==> src/rtl/mem_access_ctrl_pkg.sv <==
// mem_access_ctrl_pkg: FSM encoding, memory window defaults and the request check shared with the data memory.
package mem_access_ctrl_pkg;
  typedef enum logic [1:0] {IDLE = 2'd0, ACCESS = 2'd1, DONE = 2'd2} state_t;
  localparam int unsigned MEM_BASE_DEF = 1024;
  localparam int unsigned MEM_BYTES_DEF = 256;
  localparam int CHK_W = 33;
  // 33-bit compare keeps addresses near 2^32 from wrapping into the window
  function automatic logic req_err(input logic r, input logic w, input logic [31:0] addr,
                                   input logic [CHK_W-1:0] base, input logic [CHK_W-1:0] bytes);
    logic [CHK_W-1:0] a;
    a = {1'b0, addr};
    return (r & w) | (addr[1:0] != 2'b00) | (a < base) | (a > base + bytes - CHK_W'(4));
  endfunction
endpackage

==> src/rtl/mem_wait_counter.sv <==
// mem_wait_counter: loadable 4-bit down-counter with a zero flag.
module mem_wait_counter (
  input  logic       clk,
  input  logic       rst,
  input  logic       load,
  input  logic       en,
  input  logic [3:0] load_val,
  output logic       zero
);
  logic [3:0] cnt;
  always_ff @(posedge clk or negedge rst)
    if (!rst) cnt <= '0;
    else if (load) cnt <= load_val;
    else if (en && !zero) cnt <= cnt - 4'd1;
  assign zero = cnt == 4'd0;
endmodule

==> src/rtl/mem_access_ctrl.sv <==
// mem_access_ctrl: MEM-stage load/store initiator that stalls the pipeline over a multi-cycle memory access.
module mem_access_ctrl
  import mem_access_ctrl_pkg::*;
#(
  parameter int unsigned WAIT_STATES = 2,
  parameter int unsigned MEM_BASE    = MEM_BASE_DEF,
  parameter int unsigned MEM_BYTES   = MEM_BYTES_DEF
) (
  input  logic        clk,
  input  logic        rst,
  input  logic        req_r_en,
  input  logic        req_w_en,
  input  logic [31:0] req_addr,
  input  logic [31:0] req_wdata,
  output logic        freeze,
  output logic [31:0] rdata,
  output logic        rdata_valid,
  output logic        addr_err,
  output logic        mem_r_en,
  output logic        mem_w_en,
  output logic [31:0] mem_addr,
  output logic [31:0] mem_wdata,
  input  logic [31:0] mem_rdata
);
  state_t      state;
  logic [31:0] lat_addr, lat_wdata;
  logic        lat_w, valid, err, accept, zero;
  assign valid  = req_r_en | req_w_en;
  assign err    = req_err(req_r_en, req_w_en, req_addr, CHK_W'(MEM_BASE), CHK_W'(MEM_BYTES));
  assign accept = state == IDLE && valid && !err;
  assign freeze = accept || state == ACCESS;
  // write strobe only on the last wait state so each store lands exactly once
  assign mem_r_en  = state == ACCESS && !lat_w;
  assign mem_w_en  = state == ACCESS && lat_w && zero;
  assign mem_addr  = state == ACCESS ? lat_addr : '0;
  assign mem_wdata = state == ACCESS ? lat_wdata : '0;
  mem_wait_counter u_cnt (
    .clk      (clk),
    .rst      (rst),
    .load     (accept),
    .en       (state == ACCESS),
    .load_val (4'(WAIT_STATES - 1)),
    .zero     (zero)
  );
  always_ff @(posedge clk or negedge rst)
    if (!rst) begin
      state       <= IDLE;
      lat_addr    <= '0;
      lat_wdata   <= '0;
      lat_w       <= 1'b0;
      rdata       <= '0;
      rdata_valid <= 1'b0;
      addr_err    <= 1'b0;
    end else begin
      rdata_valid <= 1'b0;
      addr_err    <= 1'b0;
      case (state)
        IDLE:
          if (accept) begin
            lat_addr  <= req_addr;
            lat_wdata <= req_wdata;
            lat_w     <= req_w_en;
            state     <= ACCESS;
          end else addr_err <= valid;
        ACCESS:
          if (zero) begin
            state <= DONE;
            if (!lat_w) begin
              rdata       <= mem_rdata;
              rdata_valid <= 1'b1;
            end
          end
        default: state <= IDLE;
      endcase
    end
endmodule
==> config.mk <==
export PLATFORM = sky130hd
export DESIGN_NAME = mem_access_ctrl
export DESIGN_NICKNAME = d
export VERILOG_FILES = /design/src/rtl/mem_access_ctrl_pkg.sv /design/src/rtl/mem_wait_counter.sv /design/src/rtl/mem_access_ctrl.sv
export SDC_FILE = /design/constraint.sdc
export NUM_CORES = 1
export LEC_CHECK = 0
export CORE_ASPECT_RATIO = 1.25
export CORE_UTILIZATION = 35
export CTS_CLUSTER_SIZE = 12
export DETAILED_ROUTE_END_ITERATION = 10
export GPL_ROUTABILITY_DRIVEN = 1
export MAX_ROUTING_LAYER = met4
export PLACE_DENSITY = 0.7
export SETUP_SLACK_MARGIN = 0.2
export SLEW_MARGIN = 20
export SYNTH_ARGS = -nofsm -noshare
export SYNTH_HDL_FRONTEND = slang
export SYNTH_HIERARCHICAL = 1
export SYNTH_SLANG_ARGS = --single-unit
export TNS_END_PERCENT = 5
==> constraint.sdc <==
create_clock -name clk -period 6.3 [get_ports clk]
set_clock_uncertainty 0.1 [all_clocks]
set_input_delay 0.945 -clock clk [delete_from_list [all_inputs] [get_ports clk]]
set_output_delay 0.945 -clock clk [all_outputs]
set_load 0.05 [all_outputs]
# After elaboration in Yosys (flattened, before gate mapping)
# Cells that the tools add are included.
# word_totals
reg_bits	105
input_bits	100
output_inout_bits	101
wordCells	49
# classes
add_sub_neg	1
magnitude_cmp	2
n_eq_ne	3
n_mux	12
n_bitwise	6
n_reduce_logical	17
# ops
op	n
2-to-1 mux 32 bit	2
> comparator 32 x 11 -> 1 bit (second input constant)	1
less-than comparator 32 x 11 -> 1 bit (second input constant)	1
2-to-1 mux 4 bit	2
logical AND 1 bit	6
2-to-1 mux 1 bit	5
zero test 4 bit	1
2-to-1 mux 2 bit	2
!= test 2 bit (second input constant)	2
OR 1 bit	4
case mux 2 bit (2 select lines)	1
AND reduction 2 bit	2
nonzero test 2 bit	2
subtractor 4 x 1 -> 4 bit (second input constant)	1
zero test 1 bit	3
AND reduction 3 bit	1
== test 2 x 1 -> 1 bit (second input constant)	1
zero test 2 bit	1
AND 1 bit	1
logical OR 1 bit	1
NOT 1 bit	1

# Longest topological paths before layout
# Gate-level depths: netlist of run 1.
# logic_depth
depth_word	8
mapped_depth	8
ltp_nobuf	6

# Hierarchy
# Netlist of run 1, hierarchy kept.
# modules_own_cells
module	instances	cells_each	area_per_inst_um2	seq_area_each_um2
mem_access_ctrl	1	304	4117.7	2527.4
mem_wait_counter	1	27	270.3	100.1

# Worst setup path before layout of run 1
# Ideal clock, no wire load.
# synth_path
path_kind	in2out
start	input port req_addr[22]
end	output port freeze
t_arrival_ns	2.243
required_time_ns	5.255
path_slack_ns	3.012
cell_stages	5
path_buffers	1
cell_sequence	nor4_1 > o2111ai_1 > nor3_2 > clkbuf_1 > or2_2
# synth_between
elab_chain_len	6
# synth_rtl
item	line	source
from (decl)	mem_access_ctrl.sv:13	input logic [31:0] req_addr,
less-than comparator 32 x 11 -> 1 bit	mem_access_ctrl_pkg.sv:12	return (r & w) | (addr[1:0] != 2'b00) | (a < base) | (a > base + bytes - CHK_W'(4));
OR 1 bit	mem_access_ctrl_pkg.sv:12	
OR 1 bit *	mem_access_ctrl_pkg.sv:12	
zero test 1 bit *	mem_access_ctrl.sv:30	assign accept = state == IDLE && valid && !err;
logical AND 1 bit *	mem_access_ctrl.sv:30	
named net accept	mem_access_ctrl.sv:27	logic lat_w, valid, err, accept, zero;
logical OR 1 bit *	mem_access_ctrl.sv:31	assign freeze = accept || state == ACCESS;
to (decl)	mem_access_ctrl.sv:15	output logic freeze,
# Mark *: on every way through the listed nets, which the timed path passes. The rest lies on a longest branch.

# Worst setup path after layout of run 1
# layout_path
start	input port req_addr[27]
end	output port freeze
# layout_between
elab_chain_len	6
# layout_rtl
item	line
less-than comparator 32 x 11 -> 1 bit	mem_access_ctrl_pkg.sv:12
OR 1 bit	mem_access_ctrl_pkg.sv:12
OR 1 bit *	mem_access_ctrl_pkg.sv:12
zero test 1 bit *	mem_access_ctrl.sv:30
logical AND 1 bit *	mem_access_ctrl.sv:30
logical OR 1 bit *	mem_access_ctrl.sv:31
# Every way passes the cells marked *; elsewhere a longest branch is shown, timed or not.

==> reports/metrics.cfg, run 1 <==
[power]
comb_power_share_pct = 10.6
internal_power_uw = 1080
vdd_drop_max_v = 0.000122
clkPwrFrac_pct = 40.1
total_power_uw = 1400
p_leak_uw = 0.00304
p_switching_uw = 324
powerDensity_mw_per_mm2 = 205
seqPwrFrac_pct = 49.3
swShare_pct = 23.1

[setup_path]
start_kind = input port
crit_buf_inv = 2
slowest_stage = clkdlybuf4s50_1
r2r-start = state[1]
cpPeakStageDelay_ns = 0.80
path_delay_family = buffers and inverters
path_max_fanout = 2
cp_cell_sequence = clkdlybuf4s50_1, nor4_1, o2111ai_1, nor3_4, or2_2, clkdlybuf4s50_1
startpoint = req_addr[27]
cpMostUsedCell = clkdlybuf4s50_1
worst-endpoint-required_ns = 5.25
crit_type = in2out
crit_arrival_ns = 3.10
endpoint_kind = primary output

[timing]
slew_headroom_pct = 41.3
rsz0062_at_grt = no
tns_ns = 0
min_period_over_period_pct = 65.7
worst_pin_slew_ns = 0.880
setup_viol = 0
hold_viol_final = 0
timing.fmax_ghz = 0.242
maxSlewViolCount = 0
min_period_ns = 4.14

[cts]
numCtsBuffers = 9
htreeDepth = 3
cts_buffer_depth = 2
path_clk_slew_ns = 0.07
root_buffer = clkbuf_16
ctsResizeCount = 0
clock_insertion_delay_worst_skew_ns = 0.33
cts_num_sinks = 105
hold_buffers = 0
cts_setup_buffers = 0
cts_tree = built

[yosys]
synth_top_area_share_pct = 59.9
syn-cell-area_mm2 = 0.00439
synth_cells = 331
synth_edf_count = 0
synth.area.top_cells = dfrtp_1 (60%), mux2_2 (16%), and2_1 (9.3%)
async_flop_share_pct = 100
ys_warn_count = 6
synth_seq_cells = 105
synth_top_cell_by_area = dfrtp_1
synth_flop_cell = dfrtp_1
ys_seq_area_share_pct = 59.9
synthDistinctLibCells = 37
synth.avg_cell_area_um2 = 13.3

[hold_path]
min_from = lat_addr[10]
hold_path_class = reg2reg

[layout]
seqCellArea_mm2 = 0.00263
fin_nets = 630
multi_input_area_mm2 = 0.00166
layout_commonest_cell = clkdlybuf4s50_1
fillers = 1045
layout-drive-gt1-share_pct = 16.3
n_antenna_cell = 0
final_area_mm2 = 0.00684
synthToLayoutAreaGrowth_pct = 55.8
utilization_pct = 56.2
final_cell_mix = clkdlybuf4s50_1 (199), dfrtp_1 (105), and2_1 (65)

[die]
rows = 45
die_h_um = 127
die_area_mm2 = 0.0130
die_x_um = 102
start_util_pct = 36.1
core_mm2 = 0.0122
boundaryPins = 201

[grt]
grt.total_usage_pct = 17.3
overflow = 0
antenna_found_initial = 0
grt_pass1_wl_um = 17000
use_met3_pct = 3.83
grt_max_degree = 77
grt.met1_usage_pct = 21.1
grt_pass1_vias = 3409
grt.busiest_layer = met2
grt_util_met2_pct = 28.7

[job]
drv_cap = 0

[route]
drc = 0
initialDrtViolationCount = 56
vias_per_cell = 4.54
vias = 3166
wl_um = 10400
drt_first_pass_iters = 4
postRouteAntennaNets = 0
wl_per_cell_um = 14.8

[place]
dp_hpwl_um = 7420
dpl_cell_area_mm2 = 0.00654
io_buffers = 200
routabilityCongestion = 0.766

[status]
status = completed

final timing paths:
kind / end / slack (ns) / depth (start not counted)
max: freeze / 2.16 / 6
max in group asynchronous: rdata[5] / 4.43 / 2
min in group asynchronous: lat_wdata[15] / 0.53 / 1
max reg2reg: rdata[16] / 3.84 / 6
min: lat_addr[10] / 0.36 / 1
min reg2reg: lat_addr[10] / 0.36 / 1
registers in the layout (all words and copies together) (netlist names):
| name | count |
|---|---|
| rdata | 32 |
| u_cnt/cnt | 4 |
| lat_addr | 32 |
| addr_err | 1 |
| state | 2 |
| lat_wdata | 32 |
| lat_w | 1 |
| rdata_valid | 1 |
synthesized netlist by cell type, types with 2 or more instances:
master    instances
and2_1           65
buf_2             7
buf_6             2
clkbuf_1          8
conb_1            2
dfrtp_1         105
inv_1             4
mux2_1           10
mux2_2           61
nand2_1           3
nor2_1            4
nor2b_1          26
nor3_1            3
nor4_1            5
o21ai_0           3
or2_2             2
layer usage:
layer | share of wire [%] | wire (µm) | up-vias
met3 | 4.9 | 503 | 13
met2 | 51 | 5330 | 104
met4 | 1.4 | 143 | 0
li1 | - | - | 1497
met1 | 42 | 4390 | 1552
met5 | 0 | 0 | -
final cells by class:
class,instances,area share (%)
well taps,164,3.00
clock buffers,11,3.40
multi-input cells,205,24.3
flip-flops and latches,105,38.4
repair buffers,204,29.7
clock inverters,5,0.934
inverters,4,0.220
logic make-up after synthesis:
| family | after synthesis | synth area share, % |
|---|---|---|
| fa+ha+maj | 1 | 0.285 |
| mux | 71 | 18.2 |
| other cells | 2 | 0.171 |
| flops | 105 | 59.9 |
| simple gates | 118 | 16.9 |
| buf+inv | 23 | 2.62 |
| compound gates | 11 | 1.88 |
power groups by stage:
| stage | Sequential, µW | Combinational [µW] | Clock, µW |
|---|---|---|---|
| after global routing | 691 | 158 | 607 |
| after CTS | 690 | 151 | 578 |
| after detailed placement | 703 | 150 | 0 |
| final | 690 | 149 | 562 |
| after global placement | 702 | 148 | 0 |
| after floorplan | 741 | 10.8 | 0 |
metrics by stage:
stage / setup WS, ns / cells / hold slack [ns]
3_5_place_dp: 2.13 / 682 / 0.351
4_1_cts: 2.12 / 698 / 0.368
2_1_floorplan: 3.01 / 333 / 0.330
5_1_grt: 2.04 / 698 / 0.377
3_3_place_gp: 2.17 / 682 / 0.344
6_report: 2.16 / 698 / 0.359
(Power assumes the default switching activity.)
==> inputs of run 2 (changes only) <==
--- a/config.mk
+++ b/config.mk
@@ -11,7 +11,7 @@
 export DETAILED_ROUTE_END_ITERATION = 10
 export GPL_ROUTABILITY_DRIVEN = 1
 export MAX_ROUTING_LAYER = met4
-export PLACE_DENSITY = 0.7
+export PLACE_DENSITY = 0.72
 export SETUP_SLACK_MARGIN = 0.2
 export SLEW_MARGIN = 20
 export SYNTH_ARGS = -nofsm -noshare
==> constraint.sdc (replaced) <==
create_clock -name clk -period 3.7 [get_ports clk]
set_clock_uncertainty 0.1 [all_clocks]
set_input_delay 0.555 -clock clk [delete_from_list [all_inputs] [get_ports clk]]
set_output_delay 0.555 -clock clk [all_outputs]
set_load 0.05 [all_outputs]
==> reports/metrics.cfg, run 2 (synthesized netlist as in run 1, its figures left out) <==
[layout]
multi_input_area_mm2 = 0.00167  ; +0.30%
final_area_mm2 = 0.00689  ; +0.82%
top_regs = lat_addr x32, lat_wdata x32, rdata x32
fillers = 1061  ; +1.5%
layout-drive-gt1-share_pct = 16.9  ; +0.56 points
seqCellArea_mm2 = 0.00263  ; unchanged
layout_commonest_cell = clkdlybuf4s50_1
final_cell_mix = clkdlybuf4s50_1 (197), dfrtp_1 (105), and2_1 (65)
fin_nets = 630  ; unchanged
n_antenna_cell = 0  ; unchanged
synthToLayoutAreaGrowth_pct = 57.1
stdcell_count = 698  ; unchanged

[route]
vias_per_cell = 4.54  ; +0.16%
wl_per_cell_um = 14.8  ; about the same
drc = 0  ; unchanged
wl_um = 10400  ; about the same
postRouteAntennaNets = 0  ; unchanged
initialDrtViolationCount = 114  ; +100%
drt_first_pass_iters = 4  ; unchanged
vias = 3171  ; +0.16%

[setup_path]
crit_type = reg2out
path_max_fanout = 27  ; +25
start_kind = flop
worst-endpoint-required_ns = 3.04  ; -2.21 ns
endpoint_kind = primary output
crit_arrival_ns = 2.27  ; -0.83 ns

[grt]
grt_pass1_vias = 3404  ; -0.15%
antenna_found_initial = 0  ; unchanged
grt_pass1_wl_um = 16700  ; -1.8%
grt.total_usage_pct = 17.2  ; -0.048 points
overflow = 0  ; unchanged
grt_max_degree = 77  ; unchanged

[place]
dp_hpwl_um = 7590  ; +2.3%
dpl_cell_area_mm2 = 0.00659  ; +0.77%
pre_cts_ws_ns = 0.881  ; -1.25 ns
io_buffers = 200  ; unchanged
dp_cells = 682  ; unchanged
routabilityCongestion = 0.848  ; +11%

[cts]
cts_tree = built
clock_insertion_delay_worst_skew_ns = 0.33  ; about the same
root_buffer = clkbuf_16
cts_setup_buffers = 0  ; unchanged
numCtsBuffers = 9  ; unchanged
cts_num_sinks = 105  ; unchanged
htreeDepth = 3  ; unchanged
ctsResizeCount = 0  ; unchanged
hold_buffers = 0  ; unchanged
cts_buffer_depth = 2  ; unchanged
path_clk_slew_ns = 0.07  ; about the same

[timing]
slew_headroom_pct = 39.2  ; -2.1 points
timing.fmax_ghz = 0.342
hold_viol_final = 0  ; unchanged
min_period_ns = 2.92
tns_ns = 0  ; unchanged
rsz0062_at_grt = no
fin_ws_ns = 0.777  ; -1.38 ns
worst_pin_slew_ns = 0.910  ; +0.0300 ns
setup_viol = 0  ; unchanged
whs_ns = 0.154  ; -0.205 ns
maxSlewViolCount = 0  ; unchanged
min_period_over_period_pct = 79.0

[die]
rows = 45  ; unchanged
core_mm2 = 0.0122  ; unchanged
die_area_mm2 = 0.0130  ; unchanged
die_h_um = 127  ; unchanged
boundaryPins = 201  ; unchanged
start_util_pct = 36.1  ; unchanged
die_x_um = 102  ; unchanged

[hold_path]
hold_path_class = in2async

[power]
powerDensity_mw_per_mm2 = 347  ; +69%
vdd_drop_max_v = 0.000226  ; +85%
p_leak_uw = 0.00306  ; +0.80%

[status]
status = completed

[job]
drv_cap = 0  ; unchanged

## run 2: cell types whose count changed in the layout (fill, tap and decap cells not counted)
| cell | previous run | this run |
|---|---|---|
| buf_4 | 5 | 3 |
| clkbuf_1 | 2 | 1 |
| nor2b_2 | 1 | 0 |
| clkdlybuf4s50_1 | 199 | 197 |
| clkinv_4 | 1 | 2 |
| buf_12 | 0 | 4 |
| nor2b_4 | 0 | 1 |
| inv_6 | 2 | 3 |
| clkinvlp_4 | 1 | 0 |
## run 2: metal layers
layer  routed length, µm  GRT usage, %  share of wire [%]  vias up
li1                    -             -                  -     1494
met1                4210          19.9                 41     1556
met2                5420          28.7                 52      104
met3                 525          4.32                5.1       17
met4                 209          6.55                2.0        0
met5                   0             -                  0        -
## run 2: final cells by class
class	instances	share of cell area [%]
Clock buffer	10	3.32
Multi-Input combinational cell	205	24.2
Tap cell	164	2.98
Clock inverter	6	1.07
Sequential cell	105	38.1
Inverter	4	0.218
Timing Repair Buffer	204	30.1
## run 2: path summary, 6_finish.rpt
path | startpoint | to | slack, ns | depth (start not counted)
min in group clk | lat_addr[10] | lat_addr[10] | 0.37 | 1
min | rst | addr_err | 0.15 | 1
max reg2reg | u_cnt/cnt[0] | rdata[29] | 1.00 | 6
max | state[1] | mem_wdata[27] | 0.78 | 5
min reg2reg | lat_addr[10] | lat_addr[10] | 0.37 | 1
max in group asynchronous | rst | u_cnt/cnt[0] | 2.63 | 2
## run 2: power breakdown
part	switching, µW	leakage (µW)	internal [µW]
clock	423	0.000148	535
combinational	119	0.00152	137
sequential	9.26	0.00139	1170
total	552	0.00306	1840
## run 2: metrics by stage
stage | power, µW | utilization, %
floorplan | 1280 | -
global placement | 1450 | 54.2
detailed placement | 1460 | 54.2
CTS | 2430 | 56.7
global route | 2480 | 56.7
finish | 2390 | 56.7
## run 2: critical path, stage by stage (launching register included)
cell             delay [ns]
dfrtp_1                0.38
nand2b_1               0.17
inv_1                  0.12
buf_4                  0.26
and2_1                 0.18
clkdlybuf4s50_1        0.82
